**src/rtl/multiplicacion_secuencial.sv**
```systemverilog
// ---------------------------------------------------------------------------
// multiplicacion_secuencial
//
// Sequential shift-add multiplier with a start/done handshake, registered
// outputs and a runtime signed/unsigned mode. It is the sequential successor
// of the combinational M-bit multiplier in the lab arithmetic set.
//
// The operation works on magnitudes. The sign of the product is applied once,
// in the FIX state, after all partial products have been accumulated.
//
// Handshake:
//   'start' is sampled only in IDLE. On that edge the operands and the mode are
//   captured, so later changes on the inputs do not affect the operation.
//   'busy' is high while state is CALC or FIX. 'done' is a one-cycle pulse in
//   the cycle where 'result' and 'CarryOut' carry a new value. 'start' may be
//   asserted in the same cycle that 'done' is high, because the FSM is already
//   back in IDLE then.
//
// Parameters:
//   M            operand width in bits (M >= 2); the result is 2*M bits wide
//
// Ports:
//   clk          system clock; all state updates on the rising edge
//   rst          synchronous, active-high reset
//   start        operation request; sampled only while idle
//   signed_mode  0 = unsigned operands, 1 = two's-complement operands
//   input1       multiplicand (M bits)
//   input2       multiplier (M bits)
//   result       product (2*M bits), held until the next completion
//   CarryOut     the product does not fit in M bits in the selected mode
//   busy         an operation is in progress (CALC or FIX)
//   done         one-cycle pulse when result/CarryOut update
//   state_dbg    current FSM state (0 IDLE, 1 CALC, 2 FIX), for observation
//
// Optional build macro:
//   MULT_EARLY_EXIT_EN  when defined, CALC also moves on to FIX as soon as the
//                       remaining multiplier bits are all zero. The product
//                       and CarryOut are unchanged; only the latency is
//                       shorter.
// ---------------------------------------------------------------------------
module multiplicacion_secuencial #(
    parameter int M = 4
) (
    input  logic           clk,
    input  logic           rst,
    input  logic           start,
    input  logic           signed_mode,
    input  logic [M-1:0]   input1,
    input  logic [M-1:0]   input2,
    output logic [2*M-1:0] result,
    output logic           CarryOut,
    output logic           busy,
    output logic           done,
    output logic [1:0]     state_dbg
);

    localparam int CW = (M > 2) ? $clog2(M) : 1;

    typedef enum logic [1:0] {
        IDLE = 2'd0,
        CALC = 2'd1,
        FIX  = 2'd2
    } state_t;

    state_t state;
    state_t state_next;

    logic [M-1:0]   mag1;
    logic [M-1:0]   mag2;
    logic           neg;
    logic           smode;
    logic [2*M-1:0] acc;
    logic [CW-1:0]  count;

    logic           last_iter;
    logic [2*M-1:0] addend;
    logic [2*M-1:0] acc_next;
    logic [2*M-1:0] prod;
    logic           overflow;

    // Absolute value as an M-bit unsigned number. The most negative signed
    // value wraps onto itself, which is exactly its magnitude 2^(M-1).
    function automatic logic [M-1:0] magnitude(input logic [M-1:0] v, input logic s);
        return (s && v[M-1]) ? (~v + M'(1)) : v;
    endfunction

`ifdef MULT_EARLY_EXIT_EN
    // Stop once the shifted multiplier is about to become zero. No later
    // iteration could add anything to the accumulator.
    assign last_iter = (count == CW'(M - 1)) || ((mag2 >> 1) == '0);
`else
    assign last_iter = (count == CW'(M - 1));
`endif

    // Partial product of this iteration: the multiplicand aligned to the
    // weight of the multiplier bit that is being consumed.
    assign addend   = {{M{1'b0}}, mag1} << count;
    assign acc_next = mag2[0] ? (acc + addend) : acc;

    // Sign restore and overflow check. Both are used only in FIX.
    assign prod = neg ? (~acc + (2*M)'(1)) : acc;

    always_comb begin
        overflow = 1'b0;
        if (smode) begin
            // A signed M-bit value needs the top M+1 bits to be a sign run.
            overflow = !((&prod[2*M-1:M-1]) || (~|prod[2*M-1:M-1]));
        end else begin
            overflow = |prod[2*M-1:M];
        end
    end

    // ---------------- FSM: state register ----------------
    always_ff @(posedge clk) begin
        if (rst) begin
            state <= IDLE;
        end else begin
            state <= state_next;
        end
    end

    // ---------------- FSM: next-state logic ----------------
    always_comb begin
        state_next = state;
        case (state)
            IDLE:    if (start) state_next = CALC;
            CALC:    if (last_iter) state_next = FIX;
            FIX:     state_next = IDLE;
            default: state_next = IDLE;
        endcase
    end

    // ---------------- FSM: outputs ----------------
    always_comb begin
        busy      = (state != IDLE);
        state_dbg = state;
    end

    // ---------------- Datapath ----------------
    always_ff @(posedge clk) begin
        if (rst) begin
            mag1     <= '0;
            mag2     <= '0;
            neg      <= 1'b0;
            smode    <= 1'b0;
            acc      <= '0;
            count    <= '0;
            result   <= '0;
            CarryOut <= 1'b0;
            done     <= 1'b0;
        end else begin
            done <= 1'b0;
            case (state)
                IDLE: begin
                    if (start) begin
                        mag1  <= magnitude(input1, signed_mode);
                        mag2  <= magnitude(input2, signed_mode);
                        neg   <= signed_mode & (input1[M-1] ^ input2[M-1]);
                        smode <= signed_mode;
                        acc   <= '0;
                        count <= '0;
                    end
                end
                CALC: begin
                    acc   <= acc_next;
                    mag2  <= mag2 >> 1;
                    count <= count + CW'(1);
                end
                FIX: begin
                    result   <= prod;
                    CarryOut <= overflow;
                    done     <= 1'b1;
                end
                default: begin
                end
            endcase
        end
    end

endmodule

```
**config.mk**
```make
export PLATFORM = sky130hd
export DESIGN_NAME = multiplicacion_secuencial
export DESIGN_NICKNAME = d
export VERILOG_FILES = /design/src/rtl/multiplicacion_secuencial.sv
export SDC_FILE = /design/constraint.sdc
export NUM_CORES = 1
export LEC_CHECK = 0
export BUFFER_PORTS_ARGS = -buffer_cell sky130_fd_sc_hd__buf_2
export CORE_MARGIN = 4
export CORE_UTILIZATION = 52
export DETAILED_ROUTE_END_ITERATION = 7
export HOLD_SLACK_MARGIN = 0.12
export PLACE_DENSITY_LB_ADDON = 0.1
export SLEW_MARGIN = 30
export SYNTH_ARGS = -nofsm -noshare
export SYNTH_HDL_FRONTEND = slang
export SYNTH_SLANG_ARGS = --single-unit
```
**constraint.sdc**
```tcl
create_clock -name clk -period 2.4 [get_ports clk]
set_input_delay 0 -clock clk [delete_from_list [all_inputs] [get_ports clk]]
set_output_delay 0 -clock clk [all_outputs]
set_load 0.02 [all_outputs]
```
; ---- Word level (Yosys, flattened, before mapping)
; Cells that the tools add are included.
[classes]
n_addsub = 5
n_eq_ne = 6
shifts = 1
mux = 15
bitwise = 5
reduce_logical = 15
[ops]
columns = operator, n
row1 = 8-bit 2-to-1 mux, 3
row2 = 8-bit case mux with 2 select lines, 1
row3 = 4-bit 2-to-1 mux, 3
row4 = "4-bit by 1-bit adder with 4-bit output, second input constant", 2
row5 = "8-bit by 1-bit adder with 8-bit output, second input constant", 1
row6 = 8-bit adder, 1
row7 = 4-bit NOT, 2
row8 = 8-bit NOT, 1
row9 = 2-bit case mux with 2 select lines, 2
row10 = 4-bit case mux with 2 select lines, 1
row11 = 4-bit by 2-bit left shift with 8-bit output, 1
row12 = 2-bit 2-to-1 mux, 3
row13 = "2-bit != test, second input constant", 3
row14 = 2-bit AND reduction, 3
row15 = 5-bit AND reduction, 1
row16 = 5-bit OR reduction, 1
row17 = "2-bit == test, second input constant", 2
row18 = 2-bit nonzero test, 2
row19 = 4-bit OR reduction, 1
row20 = 3-bit AND reduction, 1
row21 = "2-bit by 1-bit adder with 2-bit output, second input constant", 1
row22 = "2-bit by 1-bit == test with 1-bit output, second input constant", 1
row23 = 1-bit logical AND, 2
row24 = 1-bit zero test, 2
row25 = 5 further kinds, 6
[word_totals]
register_bits = 32
inputBits = 12
output_inout_bits = 13

; ---- Depth between registers and ports, before layout
; Gate-level depths: netlist (run 1).
[logic_depth]
depth_word = 8
mapped_depth = 10

; ---- Worst setup path before layout (run 1)
; Ideal clock, no wire load.
[synth_path]
path_type = register -> register
startpoint = register count[0]
endpoint = register acc[7]
arrival_time_ns = 2.234
slack_ns = 0.035
stages_incl_launch_ff = 11
period_less_slack_ns = 2.365
path_cell_list = dfxtp_1 buf_1 mux2i_1 nor2_1 ha_1 a21o_1 a21o_1 a2111oi_0 o21ai_0 xnor2_1 nor3_1
[synth_via]
elab_chain_cells = 4
[synth_rtl]
columns = element, line_no
row1 = from (decl), 73  ; logic [CW-1:0] count;
row2 = from (signal assigned), 167  ; count <= count + CW'(1);
row3 = 4-bit by 2-bit left shift with 8-bit output, 97  ; assign addend = {{M{1'b0}}, mag1} << count;
row4 = 8-bit adder, 98  ; assign acc_next = mag2[0] ? (acc + addend) : acc;
row5 = 8-bit 2-to-1 mux, 98
row6 = 8-bit case mux with 2 select lines, 153  ; case (state)
row7 = to (signal assigned), 165  ; acc <= acc_next;
row8 = to (decl), 72  ; logic [2*M-1:0] acc;
; No other way between the ends. The select of a mux whose other input is x is not followed.
; A chain may end at the register's enable or synchronous reset.

; ---- Final worst setup path (run 1)
; Same ends and word-level chain as after synthesis.

==> summary.md, run 1 <==
| Metric | Value |
|---|---|
| Flops & latches, synth | `32` |
| Worst relative slew slack | `0.593` |
| Root Driver | `clkbuf_8` |
| Yosys warnings | `0` |
| Gr usage total | `0.177` |
| Max Clock Skew | `0.00320 ns` |
| Sw frac | `0.255` |
| Total setup buffers inserted after CTS | `0` |
| Syn Std Cell Area | `0.00194 mm2` |
| Nets@finish | `294` |
| Routed len/inst | `12.8 um` |
| Initial drt markers | `108` |
| Max-cap violation count | `0` |
| Comb pwr share | `0.130` |
| Via/cell ratio | `5.38` |
| Top_reg_cell synth | `dfxtp_1` |
| CTS tree | `built` |
| Chip Width | `69.0 um` |
| Synth-to-layout area growth | `18.0%` |
| Hold Fails Final Rpt | `0` |
| TritonRoute pass-1 iters | `4` |
| Post-synth ARST share | `0` |
| Vias | `1701` |
| Initial core utilization | `0.558` |
| Worst vdd ir | `0.000408 V` |
| Crit path required time | `2.55 ns` |
| FMAX | `460 MHz` |
| Core region area | `0.00347 mm2` |
| Share of the clock period used by the worst path | `0.906` |
| Setup violators final | `0` |
| EDFF count, synth | `0` |
| Antenna violations before repair | `0` |
| Site Rows | `21` |
| CTS max path bufs | `2` |
| Tmin final | `2.17 ns` |
| Reg-to-reg slack, setup | `0.23 ns` |
| Area leader, netlist | `dfxtp_1` |
| Die height | `69.0 um` |
| Outcome | `finished, final reports clean` |
| Die ar. | `0.00477 mm2` |
| Final Util | `0.659` |
| TritonCTS Sinks | `32` |
| Max FO, Critical Path | `4` |
| Clk Latency, worst-skew pair | `0.29 ns` |
| # port buffers | `24` |
| Syn nets | `262` |
| Tightest Pin Transition | `0.611 ns` |
| Seq/Total Area, Yosys | `0.331` |
| Syn Area/Cell | `8.14 um2` |
| Gate count after technology mapping | `238` |
| Final TNS setup | `0 ns` |
| Post-DRT Antenna Nets | `0` |
| H-tree depth | `2` |
| Critical path class | `flop to flop` |
| Vias in the first global route | `1525` |
| Sequential share of power | `0.485` |
| DRC | `0` |
| RSZ-0062 raised after global routing | `no` |
| Layout cells sized above 1 | `0.163` |
| Post-Route WL | `4050 um` |
| Pleak | `0.964 nW` |
| Min-Delay Path Class | `input port to flop` |
| Synth unique cells | `46` |
| Antenna Cells | `0` |
| Clock power share | `0.385` |
| Detail Placement HPWL | `2890 um` |
| CP Data Arrival Time | `2.32 ns` |
| CTS buffer count | `5` |
| Internal | `868 uW` |
| Total congestion overflow | `0` |
| Slew Viols, Final | `0` |
| First-pass GRT wire length | `6920 um` |
| Pwr/cell area | `510 mW/mm2` |
| Setup crit end kind | `flop` |
| Worst-path clk slew | `0.07 ns` |
| CP Launch Type | `flop` |
| Top Ports | `25` |
| RePlAce Congestion | `0.842` |
| Net Switching | `297 uW` |
| Largest net degree at the start of global routing | `34` |
| Filler cells | `313` |
| Top cell type's share of synthesized area | `0.331` |
| Synth top area cells | `dfxtp_1 (33%), ha_1 (7.1%), nor2_1 (7.0%), a21oi_1 (4.7%), nand2_1 (4.7%)` |
## layout make-up
type	count	area, um2	area share
inverter	10	37.5	0.0164
timing repair buffer	39	263	0.115
clock buffer	7	96.3	0.0422
multi-input combinational	182	1190	0.520
tap	46	57.6	0.0252
sequential	32	642	0.281
## cells in the final DEF (no fill, tap or decap), types with 2 or more instances in the layout
cell type      instances
a211oi_1               7
a21o_1                 3
a21oi_1               18
a22oi_1                8
and2_1                 2
buf_2                 24
buf_4                  3
clkbuf_8               7
dfxtp_1               31
dlygate4sd3_1         12
ha_1                  11
inv_1                 10
mux2i_1                4
nand2_1               24
nand2b_1               3
nand3_1               10
nor2_1                36
nor2b_1                4
nor3_1                 3
nor3b_1                2
o21ai_0                4
o21bai_1               2
o31ai_1                5
xnor2_1                8
xor2_1                 8
## per-layer routing
layer	track usage	vias up	wire length [um]
met4	0.0738	0	70
li1	-	897	-
met5	0	-	0
met3	0.0494	9	192
met1	0.212	760	1810
met2	0.297	35	1970
## worst max-delay path: stages, from the launching register on
cell       delay [ns]
dfxtp_1          0.39
mux2i_1          0.20
nor2_1           0.09
ha_1             0.27
a21o_1           0.18
a21o_1           0.21
a2111oi_2        0.34
o21ai_0          0.14
xnor2_1          0.16
nor3_1           0.06
## power groups by stage
stage / registers [mW] / logic, mW / clock network (mW)
5_1_grt: 0.567 / 0.170 / 0.480
3_5_place_dp: 0.576 / 0.134 / 0
6_report: 0.565 / 0.152 / 0.449
2_1_floorplan: 0.571 / 0.103 / 0
3_3_place_gp: 0.576 / 0.133 / 0
4_1_cts: 0.565 / 0.150 / 0.457
## what timing repair did
item                                   in CTS  in global routing
gates resized for setup                     0                  3
endpoints found under the hold margin       9                  0
hold buffers                               12                  0
setup endpoints to repair                   0                  2
## sequential cells by signal (all words and copies together), names as in the netlist
register   count
mag2           4
done           1
mag1           4
CarryOut       1
result         8
count          2
state_dbg      2
acc            8
smode          1
neg            1
## synthesized netlist by cell type (5+ instances only)
cell type and instances:
dfxtp_1 32, nand3_1 10, nor2_1 36, o31ai_1 5, nand2_1 24, a211oi_1 7
a21oi_1 18, a22oi_1 8, clkbuf_1 8, xnor2_1 8, xor2_1 8, inv_1 10
ha_1 11
## kinds of logic after synthesis
logic type | Yosys count | share of synthesized area
buf+inv | 24 | 0.0588
mux | 5 | 0.0265
compound gates | 57 | 0.205
flops | 32 | 0.331
simple gates | 92 | 0.225
xor+xnor | 16 | 0.0724
fa+ha+maj | 12 | 0.0814
## metrics by stage
| stage | power, mW | area [um2] | cells | hold WS, ns | setup WS [ns] |
|---|---|---|---|---|---|
| 2_1_floorplan | 0.674 | 1940 | 238 | 0.136 | 0.0347 |
| 3_3_place_gp | 0.709 | 2060 | 297 | 0.273 | 0.159 |
| 3_5_place_dp | 0.711 | 2060 | 297 | 0.284 | 0.0827 |
| 4_1_cts | 1.17 | 2280 | 316 | 0.134 | 0.0665 |
| 5_1_grt | 1.22 | 2280 | 316 | 0.183 | 0.0173 |
| 6_report | 1.17 | 2280 | 316 | 0.138 | 0.226 |
## path summary, 6_finish.rpt
kind              startpoint      end  cells past startpoint
setup / recovery    count[0]   acc[7]                      9
hold / removal     input2[2]  mag2[2]                      4
setup reg to reg    count[0]   acc[7]                      9
hold reg to reg      mag2[3]  mag2[2]                      2
Power figures use the tool's default switching activity.
==> run 2: changes to the inputs <==
- CORE_ASPECT_RATIO: unset -> 1.5
==> run 2 against run 1 <==
  * Worst hold slack better by 0.018 ns
  * Largest cell class unchanged
  * Wire length grew 5.3%
  * Register-to-register slack got worse by 0.02 ns
  * Combinational power about the same
  * Count of clock-buffer cells in the layout stayed put
  * Sequential power barely moved
  * Worst setup slack got worse by 0.016 ns
  * Total power hardly changed
  * Critical endpoint unchanged
  * Highest routed layer unchanged
  * Critical path type unchanged
  * Clock skew hardly changed
==> summary.md, run 2 (synthesis results as in run 1) <==
| Metric | Value |
|---|---|
| Outcome | `finished, final reports clean` |
| First-pass GRT wire length | `7330 um (+6.0%)` |
| Worst hold path startpoint | `input2[2]` |
| Crit path required time | `2.54 ns (about the same)` |
| Clk Latency, worst-skew pair | `0.28 ns (about the same)` |
| CTS tree | `built` |
| Largest stage delay, worst path | `0.36 ns (-0.03 ns)` |
| Pleak | `0.960 nW (-0.36%)` |
| Detail Placement HPWL | `2950 um (+1.9%)` |
| Largest regs | `acc (8), result (8)` |
| CTS max path bufs | `2 (unchanged)` |
| Chip Width | `57.8 um (-16%)` |
| Vias | `1716 (+0.88%)` |
| Clock power share | `0.385 (about the same)` |
| Cell mode on critical path | `a21o_1` |
| Max-cap violation count | `0 (unchanged)` |
| Setup violators final | `0 (unchanged)` |
| Die ar. | `0.00479 mm2 (+0.42%)` |
| Root Driver | `clkbuf_8` |
| Post-Route WL | `4260 um (+5.3%)` |
| H-tree depth | `2 (unchanged)` |
| Site Rows | `26 (+24%)` |
| Commonest non-fill, non-tap cell in the layout | `nor2_1` |
| Pre-CTS setup slack | `0.0448 ns (-0.0379 ns)` |
| DRC | `0 (unchanged)` |
| CTS buffer count | `5 (unchanged)` |
| Core region area | `0.00351 mm2 (+1.3%)` |
| Setup crit end kind | `flop` |
| Layout cells sized above 1 | `0.171 (+0.00804)` |
| Top Ports | `25 (unchanged)` |
| Final Util | `0.649 (-0.0102)` |
| Net Switching | `299 uW (+0.48%)` |
| Die height | `82.7 um (+20%)` |
| Synth-to-layout area growth | `17.6%` |
| TritonCTS Sinks | `32 (unchanged)` |
| Gr usage total | `0.198 (+0.0208)` |
| Largest net degree at the start of global routing | `34 (unchanged)` |
| CP Launch Type | `flop` |
| Max Clock Skew | `0.00310 ns (-0.000105 ns)` |
| Total congestion overflow | `0 (unchanged)` |
| Tot Pwr | `1.17 mW (about the same)` |
| Hold Fails Final Rpt | `0 (unchanged)` |
| RePlAce Congestion | `0.751 (-11%)` |
| Min-Delay Path Class | `input port to flop` |
| Commonest cells after routing, fill and taps aside | `nor2_1 (35), dfxtp_1 (31), nand2_1 (24), buf_2 (24), a21oi_1 (17)` |
| Initial core utilization | `0.551 (-0.00716)` |
| Sw frac | `0.256 (+0.00116)` |
| Pwr/cell area | `512 mW/mm2 (+0.30%)` |
| RR Startpoint | `count[0]` |
| Share of the clock period used by the worst path | `0.913 (+0.00672)` |
| FMAX | `457 MHz (-0.74%)` |
| Sequential share of power | `0.483 (-0.002)` |
| Tightest Pin Transition | `0.618 ns (+0.00679 ns)` |
| Worst-path clk slew | `0.07 ns (about the same)` |
| Worst relative slew slack | `0.588 (-0.00453)` |
| Slew Viols, Final | `0 (unchanged)` |
| Via/cell ratio | `5.52 (+2.5%)` |
| Worst vdd ir | `0.000411 V (+0.56%)` |
| Antenna Cells | `0 (unchanged)` |
| Initial drt markers | `55 (-49%)` |
| Nets@finish | `293 (-0.34%)` |
| Critical path's slowest cell | `dfxtp_1` |
| Routed len/inst | `13.7 um (+7.0%)` |
| Max FO, Critical Path | `3 (-1)` |
| Crit. Startpoint | `count[0]` |
| Internal | `867 uW (-0.13%)` |
| Vias in the first global route | `1641 (+7.6%)` |
| Crit-path cells | `mux2i_1 > nor2_2 > ha_1 > a21o_1 > a21o_1 > a2111oi_2 > o21ai_0 > xnor2_1 > nor3_1` |
| Critical path class | `flop to flop` |
| Final TNS setup | `0 ns (unchanged)` |
| CP Data Arrival Time | `2.33 ns (about the same)` |
| Post-DRT Antenna Nets | `0 (unchanged)` |
| Tmin final | `2.19 ns (+0.0161 ns)` |
| # port buffers | `24 (unchanged)` |
| Worst setup margin | `0.210 ns (-0.0161 ns)` |
| Antenna violations before repair | `0 (unchanged)` |
| TritonRoute pass-1 iters | `5 (+1)` |
| Comb pwr share | `0.133 (+0.003)` |
[run 2: cell count changes in the layout (fill, tap and decap cells not counted)]
cell,before,now
a21oi_1,18,17
a21oi_2,0,1
dfxtp_2,1,0
dfxtp_4,0,1
dlygate4sd3_1,12,11
nor2_1,36,35
nor2_2,1,2
[run 2: per-stage QoR]
stage                     std cells  hold WS, ns  cell area, um2
after floorplan                 238        0.136            1940
after global placement          293        0.278            2060
after detailed placement        293        0.283            2060
after CTS                       311        0.151            2260
after global routing            311        0.172            2280
final                           311        0.155            2280
[run 2: power by group through the flow]
stage | clock network (mW) | logic, mW | registers (mW)
2_1_floorplan | 0 | 0.103 | 0.571
3_3_place_gp | 0 | 0.134 | 0.575
3_5_place_dp | 0 | 0.136 | 0.575
4_1_cts | 0.457 | 0.151 | 0.563
5_1_grt | 0.483 | 0.175 | 0.565
6_report | 0.448 | 0.155 | 0.562
[run 2: area by class of cell]
cell class              count  area (um2)
flip-flops and latches     32         644
multi-input cells         182        1190
inverters                  10        37.5
fillers                   316        1230
repair buffers             38         253
well taps                  42        52.6
clock buffers               7        96.3
[run 2: critical path: cells and delay by family (launching register included)]
kind                       cells  cell delay, ns
xor gates and xnor gates       1            0.15
muxes                          1            0.23
DFF                            1            0.36
AOI/OAI and AO/OA              4            0.91
and+or+nand+nor                2            0.13
adders and majority gates      1            0.27
[run 2: repair_timing]
action / CTS / global route
gates resized for setup: 0 / 6
endpoints found under the setup margin: 0 / 2
setup buffers: 0 / 0
endpoints found under the hold margin: 8 / 0
hold buffers: 11 / 0
[run 2: path summary, 6_finish.rpt]
check             slack (ns)  cells past startpoint   endpoint
setup / recovery        0.21                      9     acc[7]
hold / removal          0.16                      4    mag2[2]
setup reg to reg        0.21                      9     acc[7]
hold reg to reg         0.45                      2  result[0]
[run 2: routing by layer]
metal  vias to the layer above  global-route usage  wire [um]
li1                        890                   -          -
met1                       788               0.208       1640
met2                        29               0.382       2390
met3                         9              0.0373        134
met4                         0              0.0742         95
met5                         -                   0          0
==> run 3: changes to the inputs <==
- CORE_UTILIZATION: 52 -> 35
==> run 3 against run 2 <==
  * Sequential share of layout area shrank 0.39 points
  * Total power down 1.4%
  * Maximum frequency down 1.2%
  * Die area rose by 42%
  * First-iteration DRC count grew 5.5%
  * Combinational power about the same
  * Final area is 0.82% higher
  * Critical endpoint unchanged
==> summary.md, run 3 (synthesis results as in run 1) <==
| Metric | Value |
|---|---|
| TritonCTS Sinks | `32 (unchanged)` |
| First-pass GRT wire length | `7180 um (-2.1%)` |
| Setup violators final | `0 (unchanged)` |
| Max-cap violation count | `0 (unchanged)` |
| Antenna Cells | `0 (unchanged)` |
| Vias | `1672 (-2.6%)` |
| Total congestion overflow | `0 (unchanged)` |
| Initial core utilization | `0.369 (-0.182)` |
| Layout cells sized above 1 | `0.155 (-0.0160)` |
| Detail Placement HPWL | `3220 um (+9.2%)` |
| Post-DRT Antenna Nets | `0 (unchanged)` |
| CTS buffer count | `5 (unchanged)` |
| Clk Latency, worst-skew pair | `0.28 ns (about the same)` |
| RSZ-0062 raised after global routing | `no` |
| Worst relative slew slack | `0.580 (-0.00828)` |
| Gr usage total | `0.136 (-0.0621)` |
| RePlAce Congestion | `0.786 (+4.6%)` |
| CP Launch Type | `flop` |
| Tightest Pin Transition | `0.630 ns (+0.0124 ns)` |
| Vias in the first global route | `1641 (unchanged)` |
| Commonest cells after routing, fill and taps aside | `nor2_1 (36), dfxtp_1 (32), nand2_1 (24), buf_2 (24), a21oi_1 (18)` |
| Die height | `99.1 um (+20%)` |
| CTS max path bufs | `2 (unchanged)` |
| Largest regs | `acc (8), result (8)` |
| H-tree depth | `2 (unchanged)` |
| Min-Delay Path Class | `input port to flop` |
| DRC | `0 (unchanged)` |
| Post-Route WL | `4310 um (+1.0%)` |
| Routed len/inst | `12.7 um (-7.3%)` |
| TritonRoute pass-1 iters | `4 (-1)` |
| Site Rows | `32 (+23%)` |
| Tmin final | `2.22 ns (+0.0270 ns)` |
| Final TNS setup | `0 ns (unchanged)` |
| DP Area | `0.00210 mm2 (+1.9%)` |
| Hold Fails Final Rpt | `0 (unchanged)` |
| Worst-path clk slew | `0.07 ns (about the same)` |
| Largest net degree at the start of global routing | `34 (unchanged)` |
| Finished layout cell area | `0.00230 mm2 (+0.82%)` |
| Core region area | `0.00525 mm2 (+49%)` |
| Commonest non-fill, non-tap cell in the layout | `nor2_1` |
| FMAX | `451 MHz (-1.2%)` |
| Antenna violations before repair | `0 (unchanged)` |
| Crit path required time | `2.55 ns (about the same)` |
| Filler cells | `551 (+74%)` |
| Pwr/cell area | `500 mW/mm2 (-2.2%)` |
| Critical path class | `flop to flop` |
| Root Driver | `clkbuf_8` |
| # port buffers | `24 (unchanged)` |
| Top Ports | `25 (unchanged)` |
| Total setup buffers inserted after CTS | `0 (unchanged)` |
| Chip Width | `68.7 um (+19%)` |
| Slew Viols, Final | `0 (unchanged)` |
| Setup crit end kind | `flop` |
| WHS | `0.149 ns (-0.00681 ns)` |
| Share of the clock period used by the worst path | `0.924 (+0.0112)` |
| Pleak | `0.958 nW (-0.25%)` |
| Via/cell ratio | `4.93 (-11%)` |
| Max FO, Critical Path | `4 (+1)` |
| Synth-to-layout area growth | `18.6%` |
| CTS tree | `built` |
| Worst vdd ir | `0.000296 V (-28%)` |
| Initial drt markers | `58 (+5.5%)` |
| Die ar. | `0.00681 mm2 (+42%)` |
| Max Clock Skew | `0.00642 ns (+0.00332 ns)` |
| Nets@finish | `294 (+0.34%)` |
| CP Data Arrival Time | `2.36 ns (+0.03 ns)` |
| Outcome | `finished, final reports clean` |
==> run 3: cell count changes in the layout (fill, tap and decap cells not counted), sizes merged <==
cell    previous run  this run
buf               27        28
clkbuf             7         8
==> run 3: timing repair <==
action                                 CTS  global route
endpoints found under the hold margin    8             0
gates resized for setup                  0             1
setup endpoints to repair                0             1
hold buffers                            11             0
==> run 3: final timing paths <==
path                 start       to  slack (ns)  cells after the start
setup / recovery  count[0]   acc[7]        0.18                      9
hold reg to reg    mag2[3]  mag2[2]        0.46                      2
hold / removal       start   acc[7]        0.15                      3
setup reg to reg  count[0]   acc[7]        0.18                      9
==> run 3: stage by stage <==
stage	utilization	total power [mW]	worst slack [ns]	std cells
global route	0.438	1.20	0.00418	339
floorplan	-	0.674	0.0347	238
finish	0.438	1.15	0.183	339
CTS	0.438	1.17	0.136	339
detailed placement	0.400	0.715	0.144	320
global placement	0.400	0.712	0.215	320
==> run 3: layer usage <==
metal / vias to the layer above / global-route usage / share of wire
met4: 0 / 0.0450 / 0.011
li1: 890 / - / -
met5: - / 0 / 0
met1: 754 / 0.137 / 0.41
met2: 24 / 0.260 / 0.54
met3: 4 / 0.0305 / 0.034
==> run 3: final cells by class <==
| type | instances | area, um2 | area share |
|---|---|---|---|
| multi-input cells | 182 | 1180 | 0.515 |
| flip-flops and latches | 32 | 641 | 0.279 |
| repair buffers | 39 | 260 | 0.113 |
| clock buffers | 8 | 90.1 | 0.0392 |
| well taps | 68 | 85.1 | 0.0370 |
| inverters | 10 | 37.5 | 0.0163 |
==> run 3: worst max-delay path, stage by stage (launching register included) <==
cell and delay, ns:
dfxtp_1 0.38, mux2i_1 0.21, nor2_1 0.09, ha_1 0.28
a21o_1 0.18, a21o_1 0.21, a2111oi_1 0.39, o21ai_0 0.15
xnor2_1 0.14, nor3_1 0.05
==> run 3: power breakdown <==
part           total, mW  internal (mW)  leakage (nW)  switching, mW
clock              0.434          0.234        0.0455          0.200
combinational      0.152         0.0659         0.652         0.0857
sequential         0.564          0.546         0.260         0.0177
